## src/rtl/fifo_count.sv

```systemverilog
// +--------------------------------------------------------------------------+
// | Module      : fifo_count                                                 |
// | Description : Valid/ready FIFO with power-of-two depth, wrap-bit         |
// |               pointers, occupancy count, almost-full/almost-empty flags  |
// |               and synchronous flush. Defining FIFO_ERR_EN adds sticky    |
// |               overflow/underflow error flags.                            |
// | Revision    : 1.0 - initial release                                      |
// +--------------------------------------------------------------------------+
`default_nettype none

module fifo_count #(
    parameter int width_p        = 8,
    parameter int depth_p        = 128,
    parameter int almost_full_p  = 120,
    parameter int almost_empty_p = 8
) (
    input  logic                       clk_i,
    input  logic                       reset_i,
    input  logic                       flush_i,
    output logic                       ready_o,
    input  logic                       valid_i,
    input  logic [width_p-1:0]         data_i,
    output logic                       valid_o,
    input  logic                       yumi_i,
    output logic [width_p-1:0]         data_o,
    output logic [$clog2(depth_p):0]   count_o,
    output logic                       almost_full_o,
    output logic                       almost_empty_o,
    output logic                       overflow_o,
    output logic                       underflow_o
);

    localparam int c_addr_w = $clog2(depth_p);
    localparam int c_ptr_w  = c_addr_w + 1;
    localparam logic [c_ptr_w-1:0] c_almost_full  = c_ptr_w'(almost_full_p);
    localparam logic [c_ptr_w-1:0] c_almost_empty = c_ptr_w'(almost_empty_p);

    logic [width_p-1:0] r_mem [depth_p];
    logic [c_ptr_w-1:0] r_wr_ptr;
    logic [c_ptr_w-1:0] r_rd_ptr;

    logic               w_empty;
    logic               w_full;
    logic               w_wr_en;
    logic               w_rd_en;
    logic [c_ptr_w-1:0] w_count;

    // Wrap bit distinguishes full from empty when the address bits match.
    assign w_empty = (r_wr_ptr == r_rd_ptr);
    assign w_full  = (r_wr_ptr[c_addr_w-1:0] == r_rd_ptr[c_addr_w-1:0]) &&
                     (r_wr_ptr[c_addr_w] != r_rd_ptr[c_addr_w]);
    assign w_wr_en = valid_i & ~w_full;
    assign w_rd_en = yumi_i & ~w_empty;
    assign w_count = r_wr_ptr - r_rd_ptr;

    always_ff @(posedge clk_i) begin
        if (reset_i || flush_i) begin
            r_wr_ptr <= '0;
            r_rd_ptr <= '0;
        end else begin
            if (w_wr_en) r_wr_ptr <= r_wr_ptr + c_ptr_w'(1);
            if (w_rd_en) r_rd_ptr <= r_rd_ptr + c_ptr_w'(1);
        end
    end

    // Storage is never cleared; reset and flush only discard the pending write.
    always_ff @(posedge clk_i) begin
        if (w_wr_en && !flush_i && !reset_i) begin
            r_mem[r_wr_ptr[c_addr_w-1:0]] <= data_i;
        end
    end

    assign ready_o        = ~w_full;
    assign valid_o        = ~w_empty;
    assign data_o         = r_mem[r_rd_ptr[c_addr_w-1:0]];
    assign count_o        = w_count;
    assign almost_full_o  = (w_count >= c_almost_full);
    assign almost_empty_o = (w_count <= c_almost_empty);

`ifdef FIFO_ERR_EN
    logic r_overflow;
    logic r_underflow;

    always_ff @(posedge clk_i) begin
        if (reset_i || flush_i) begin
            r_overflow  <= 1'b0;
            r_underflow <= 1'b0;
        end else begin
            if (valid_i && w_full)  r_overflow  <= 1'b1;
            if (yumi_i  && w_empty) r_underflow <= 1'b1;
        end
    end

    assign overflow_o  = r_overflow;
    assign underflow_o = r_underflow;
`else
    assign overflow_o  = 1'b0;
    assign underflow_o = 1'b0;
`endif

endmodule

`default_nettype wire

```

## config.mk

```make
export PLATFORM = sky130hd
export DESIGN_NAME = fifo_count
export DESIGN_NICKNAME = d
export VERILOG_FILES = /design/src/rtl/fifo_count.sv
export SDC_FILE = /design/constraint.sdc
export NUM_CORES = 1
export LEC_CHECK = 0
export ABC_CLOCK_PERIOD_IN_PS = 3000
export CORE_ASPECT_RATIO = 0.6
export CORE_UTILIZATION = 60
export CTS_BUF_LIST = sky130_fd_sc_hd__clkbuf_8
export DETAILED_ROUTE_END_ITERATION = 10
export PLACE_DENSITY = 0.76
export SETUP_SLACK_MARGIN = 0.15
export SYNTH_ARGS = -nofsm -noshare
export SYNTH_HDL_FRONTEND = slang
export SYNTH_SLANG_ARGS = --single-unit
```

## constraint.sdc

```tcl
create_clock -name clk_i -period 3 [get_ports clk_i]
set_input_delay 0.9 -clock clk_i [delete_from_list [all_inputs] [get_ports clk_i]]
set_output_delay 0.9 -clock clk_i [all_outputs]
set_load 0.05 [all_outputs]
```

==> results of run 1 <==
## cell type report
type                            count  area share
Timing Repair Buffer              487      0.0982
Clock buffer                      145      0.0402
Inverter                           12     0.00101
Antenna cell                        2    0.000101
Sequential cell                  1047       0.629
Clock inverter                    106      0.0100
Tap cell                          900      0.0227
Multi-Input combinational cell    905       0.199
## logic make-up (layout without fill, tap and decap cells)
logic type      Yosys count  in the layout  synth area share
simple gates            326            326            0.0356
flops                  1047           1047             0.761
xor+xnor                 19             19           0.00406
compound gates          181            181            0.0319
buf+inv                 129            750            0.0176
fa+ha+maj                10             10           0.00323
other cells               1              4         0.0000915
mux                     367            367             0.146
## metal layers
metal / part of all wire / wire length [microns] / vias to the layer above
met4: 0.023 / 2500 / 0
met3: 0.15 / 16700 / 208
met2: 0.43 / 46700 / 1805
met5: 0 / 0 / -
li1: - / - / 9546
met1: 0.39 / 42100 / 11960
## Yosys cell counts, types with 8 or more instances
master	count	share of area
o22ai_1	24	0.0037
nand2_1	36	0.0033
a22oi_1	101	0.018
buf_2	43	0.0052
nor2b_1	9	0.0014
mux2i_1	172	0.042
mux2_2	10	0.0027
nor2_1	181	0.017
dfxtp_1	23	0.011
nand4_1	11	0.0017
buf_6	15	0.0041
ha_1	9	0.0027
a211oi_1	8	0.0015
nor3_1	8	0.00098
edfxtp_1	1024	0.75
clkbuf_1	36	0.0033
buf_4	19	0.0035
nand3_1	47	0.0057
mux4_2	185	0.10
o221ai_1	8	0.0017
xnor2_1	13	0.0028
inv_1	12	0.0011
a21oi_1	11	0.0013
## report_power, final
group | internal (mW) | leakage [nW] | switching [mW]
Clock | 4.61 | 1.45 | 5.29
Combinational | 0.298 | 5.21 | 0.507
Sequential | 16.0 | 9.39 | 0.00338
## cell usage in the layout, fill, tap and decap left out, types with 6 or more instances in the layout
| cell | instances |
|---|---|
| a211oi_1 | 7 |
| a21oi_1 | 6 |
| a22oi_1 | 72 |
| a22oi_2 | 29 |
| a41oi_2 | 6 |
| buf_12 | 61 |
| buf_16 | 7 |
| buf_4 | 362 |
| buf_6 | 33 |
| buf_8 | 15 |
| clkbuf_8 | 145 |
| clkinv_1 | 33 |
| clkinv_2 | 12 |
| dfxtp_1 | 12 |
| dfxtp_2 | 8 |
| edfxtp_1 | 1024 |
| ha_4 | 7 |
| inv_1 | 54 |
| mux2_2 | 7 |
| mux2i_1 | 165 |
| mux2i_2 | 7 |
| mux4_2 | 185 |
| nand2_1 | 32 |
| nand3_1 | 37 |
| nand3_4 | 6 |
| nand4_1 | 11 |
| nor2_1 | 173 |
| nor2_2 | 7 |
| o22ai_1 | 20 |
| xnor2_1 | 8 |
## per-stage QoR
step | hold WS (ps) | utilization | power, mW
2_1_floorplan | 486 | - | 16.6
3_3_place_gp | 513 | 0.680 | 17.0
3_5_place_dp | 542 | 0.680 | 17.0
4_1_cts | 550 | 0.734 | 26.7
5_1_grt | 568 | 0.743 | 27.4
6_report | 544 | 0.743 | 26.7
## worst register-to-register path, cell delays in order, from the launching register on
cell	delay [ps]
dfxtp_2	350
inv_2	60
ha_4	250
buf_6	130
and4_4	180
nand3_4	110
nand2_1	150
nor3_2	320
nand3b_1	220
buf_12	230
nor2_1	160
buf_4	240
## registers in the layout, indices dropped and copies added, names as in the netlist, named ones only
name      flops
r_mem      1024
r_rd_ptr      8
r_wr_ptr      8
## worst max-delay path by stage
| stage | startpoint | slack (ps) | cells after the start | endpoint |
|---|---|---|---|---|
| 2_1_floorplan | r_rd_ptr[1] | -390 | 8 | almost_empty_o |
| 3_3_place_gp | flip-flop | -500 | 9 | data_o[6] |
| 3_5_place_dp | flip-flop | -490 | 8 | data_o[6] |
| 4_1_cts | flip-flop | -1130 | 10 | data_o[5] |
| 5_1_grt | flip-flop | -1310 | 10 | data_o[5] |
| 6_report | flip-flop | -1260 | 10 | data_o[5] |
## timing repair
item,in CTS,in global routing
hold buffers,0,0
cloned,4,4
pin swaps,35,36
endpoints found under the setup margin,24,19
gates resized for setup,153,63
setup buffers,38,25
==> metrics.txt, run 1 <==
Final Skew slightly above 40 ps; CTS root buf clkbuf_8; setup violators final 18; slew at the pin closest to its max-slew limit approximately 840 ps; Max Freq between 0.2 and 0.25 GHz; DRT antenna net count 0; Hold EP r_wr_ptr[7]; Pwr Density roughly 540 nW/um^2; crit path DAT around 3400 ps; Critical R2R Launch r_rd_ptr[3]; Top delay family on crit path compound AO/OA/AOI/OAI gates; crit path cell chain buf_12 > buf_12 > nor2b_2 > buf_12 > buf_12 > a22oi_2 > nand3_1 > a41o_1 > o211ai_1 > buf_4; global routing usage on met1 0.464; P&R area growth vs syn 21.1%; CTS tree done; routability cong. roughly 0.91; cell mode on critical path buf_12; final worst slack -1260 ps; 1st-iter DRT viols 3,305; initial core utilization 0.613; placed cell areas ~45,000 sq um; maximum fanout along the worst path 16; RSZ-0062 raised after global routing yes; number of port buffers 32; initial antenna violation count 2; sequential element share of the synthesized area 0.761; critical path class flip-flop to output port; RR Endpoint r_mem[99][3]; sum of negative setup slack -13,570 ps; minimum clock period around 4300 ps; GRT met3 Usage 0.112; Mapped Area between 40,000 and 50,000 sq um; multi-input logic area 9890 sq um; share of layout cells above drive strength 1 0.365; Post-synth EDFFs about 1,000; Final Hold Vio Count 0; clock tree buffer depth 3; Die Width around 340 microns; Tcrit/Tclk final 1.42; pin count of the biggest net entering global routing 129; CTS Sinks around 1,000; Mapped Cells 2,080; full die area 69,400 sq um; slowest CP cell o211ai_1; yosys synthesis warning count 0; GR peak layer met1; outcome complete, but fails checks; filler cell count around 3,600; predominant post-synthesis flop cell edfxtp_1; Layout Nets 2,617; CTS Buf Count between 100 and 150; CTS clk-pin slew, worst paths roughly 70 ps; crit start category flip-flop; Synth Area per Inst 19.7 sq um; HP Start r_wr_ptr[7]; Unique masters post-synth 53; Leak Pwr around 16 nW; Finished Cell Area between 40,000 and 50,000 sq um; GRT Overall Usage 0.311; FF-to-FF path depth 11; worst hold path stage count 2; Worst slew margin 0.439; peak supply drop 0.000394 V; I/O pins 35; fin cells around 3,600; r2r setup slk around 290 ps; met2 GRT Util 0.439; # rows 73; sequential cell area approximately 31,000 sq um; Die Height about 200 microns; failing checks negative setup slack; H-tree depth 4; asr flop ratio synth 0; # DRC 0; required time worst endpoint roughly 2100 ps; number of global-route vias before repair approximately 23,000; Synth Register Bits around 1,000; DR WL/cell approximately 30 microns; final wirelength 108,000 microns; grt ovf 0; core area 66,900 sq um; Buffers & Inverters on Critical Path 5; first-pass GRT wire length 154,000 microns; Slew Viols, Final 0; Hold Crit Class flip-flop to flip-flop; total of max-cap violations 0; Place WS -492 ps; placed cell count 3,280; DRT Pass-1 Iters 5; HPWL after DPL around 66,000 microns; via/cell ratio 6.53; clock latency on the worst-skew pair approximately 770 ps; DR vias 23,519; CP peak stage delay 610 ps; Worst Setup End Kind output port
No activity file was read; power rests on OpenSTA's default activity.
==> run 2: changes to the inputs <==
--- a/config.mk
+++ b/config.mk
@@ -6,11 +6,13 @@
 export NUM_CORES = 1
 export LEC_CHECK = 0
 export ABC_CLOCK_PERIOD_IN_PS = 3000
+export CELL_PAD_IN_SITES_DETAIL_PLACEMENT = 1
+export CELL_PAD_IN_SITES_GLOBAL_PLACEMENT = 1
 export CORE_ASPECT_RATIO = 0.6
-export CORE_UTILIZATION = 60
+export CORE_UTILIZATION = 58
 export CTS_BUF_LIST = sky130_fd_sc_hd__clkbuf_8
 export DETAILED_ROUTE_END_ITERATION = 10
-export PLACE_DENSITY = 0.76
+export PLACE_DENSITY_LB_ADDON = 0.1
 export SETUP_SLACK_MARGIN = 0.15
 export SYNTH_ARGS = -nofsm -noshare
 export SYNTH_HDL_FRONTEND = slang
==> metrics.txt, run 2 (synthesis results as in run 1) <==
outcome complete, but fails checks; failing checks negative setup slack; Hold Crit Class input pin to flip-flop; crit path DAT 3340 ps (-20 ps); CTS Buf Count 150 (+6.4%); filler cell count 5,579 (+56%); final worst slack -1240 ps (+18.4 ps); critical path class flip-flop to output port; Sw Share 0.221 (+0.00417); maximum fanout along the worst path 6 (-10); Tcrit/Tclk final 1.41 (-0.00614); CTS Sinks 1,047 (unchanged); Final Hold Vio Count 0 (unchanged); Worst slew margin 0.528 (+0.0890); # DRC 0 (unchanged); HPWL after DPL 77,000 microns (+16%); DR vias 23,936 (+1.8%); slew at the pin closest to its max-slew limit 709 ps (-133 ps); initial core utilization 0.587 (-0.0268); Hold-fix buffers, CTS 0 (unchanged); DR WL/cell 34.3 microns (+15%); Die Height 208 microns (+1.7%); full die area 71,800 sq um (+3.4%); grt ovf 0 (unchanged); core area 69,900 sq um (+4.6%); initial antenna violation count 4 (+2); CTS root buf clkbuf_8; DRT antenna net count 0 (unchanged); GRT Overall Usage 0.342 (+0.0318); via/cell ratio 6.62 (+1.5%); required time worst endpoint 2100 ps (about the same); first-pass GRT wire length 173,000 microns (+13%); Pwr Density 548 nW/um^2 (+1.8%); Layout Nets 2,599 (-0.69%); P&R area growth vs syn 21.3%; placed cell areas 45,400 sq um (about the same); minimum clock period 4240 ps (-18.4 ps); # rows 75 (+2.7%); clock tree buffer depth 3 (unchanged); crit start category flip-flop; RSZ-0062 raised after global routing yes; Slew Viols, Final 0 (unchanged); final wirelength 124,000 microns (+15%); CTS clk-pin slew, worst paths 70 ps (about the same); Final Skew 40.4 ps (-0.518 ps); share of layout cells above drive strength 1 0.369 (+0.00363); setup violators final 19 (+1); Max Freq 0.236 GHz (+0.43%); max reg flops 1,024 (unchanged); Sequential Power Share 0.588 (-0.012); logic gate share of total power 0.030 (about the same); fin cells 3,614 (+0.28%); number of global-route vias before repair 24,661 (+6.1%); Worst Setup End Kind output port; total of max-cap violations 0 (unchanged); Leak Pwr 16.1 nW (about the same); clock latency on the worst-skew pair 830 ps (+60 ps); Die Width 345 microns (+1.7%); routability cong. 0.900 (-0.73%); pin count of the biggest net entering global routing 73 (-43%); sum of negative setup slack -15,010 ps (-1440 ps); CTS tree done; Sw Pwr 6.03 mW (+3.9%); hold_ws 529 ps (-15.1 ps); power share of the clock group 0.382 (+0.012); most frequent cells in the layout edfxtp_1 (1,024), buf_4 (342), mux4_2 (185); commonest non-fill, non-tap cell in the layout edfxtp_1; DRT Pass-1 Iters 5 (unchanged); peak supply drop 0.000506 V (+28%); 1st-iter DRT viols 3,222 (-2.5%); Internal Power 21.2 mW (+1.4%); I/O pins 35 (unchanged); Finished Cell Area 49,700 sq um (+0.16%); placed cell count 3,287 (+0.21%); number of port buffers 32 (unchanged); H-tree depth 4 (unchanged)
[run 2: layout make-up]
type	count	area (sq um)	area share
Clock inverter	108	473	0.00951
Clock buffer	157	2160	0.0434
Tap cell	924	1160	0.0232
Timing Repair Buffer	460	4670	0.0938
Multi-Input combinational cell	905	10000	0.201
Sequential cell	1047	31200	0.628
Antenna cell	1	2.50	0.0000503
Inverter	12	50.0	0.00101
[run 2: worst max-delay path, stage by stage (launching register included)]
cell	delay (ps)
dfxtp_4	470
buf_8	180
buf_4	140
mux4_2	550
a22oi_2	200
nand4_1	200
buf_4	210
a21oi_2	120
buf_4	160
o311ai_4	90
buf_6	170
[run 2: what timing repair did]
item                                   in CTS  in global routing
resized for setup                         128                 80
endpoints found under the hold margin       0                  0
cloned                                      3                  7
pin swaps                                  30                 40
setup buffers                              29                 24
setup endpoints to repair                 537                 78
[run 2: stage by stage]
step,total power [mW],setup WS [ps],utilization
after global placement,17.0,-826,0.650
final,27.3,-1240,0.712
after detailed placement,17.1,-873,0.650
after global routing,27.9,-1310,0.712
after floorplan,16.6,-393,-
after CTS,27.2,-1260,0.701
[run 2: routing by layer]
metal	vias up	GRT usage	wire length, microns
li1	9505	-	-
met1	12623	0.485	49500
met2	1605	0.506	56400
met3	201	0.120	15200
met4	2	0.105	2980
met5	-	0	13
[run 2: worst paths after layout]
check / start / end / slack (ps) / cells past startpoint
max: flip-flop / data_o[6] / -1240 / 10
max reg2reg: r_rd_ptr[5] / r_mem[34][0] / 110 / 12
min: data_i[2] / r_mem[117][2] / 530 / 1
min reg2reg: r_wr_ptr[7] / r_wr_ptr[7] / 640 / 2
[run 2: power groups by stage]
stage               sequential, mW  combinational, mW  clock [mW]
detailed placement            16.4              0.715           0
floorplan                     16.4              0.251           0
finish                        16.0              0.813        10.4
CTS                           16.0              0.764        10.4
global placement              16.4              0.676           0
global route                  16.0              0.837        11.0
==> run 3: changes to the inputs <==
--- a/config.mk
+++ b/config.mk
@@ -12,6 +12,7 @@
 export CORE_UTILIZATION = 58
 export CTS_BUF_LIST = sky130_fd_sc_hd__clkbuf_8
 export DETAILED_ROUTE_END_ITERATION = 10
+export GPL_TIMING_DRIVEN = 1
 export PLACE_DENSITY_LB_ADDON = 0.1
 export SETUP_SLACK_MARGIN = 0.15
 export SYNTH_ARGS = -nofsm -noshare
==> results of run 3 <==
Final layout, timing and power as in run 2 (identical DEF).
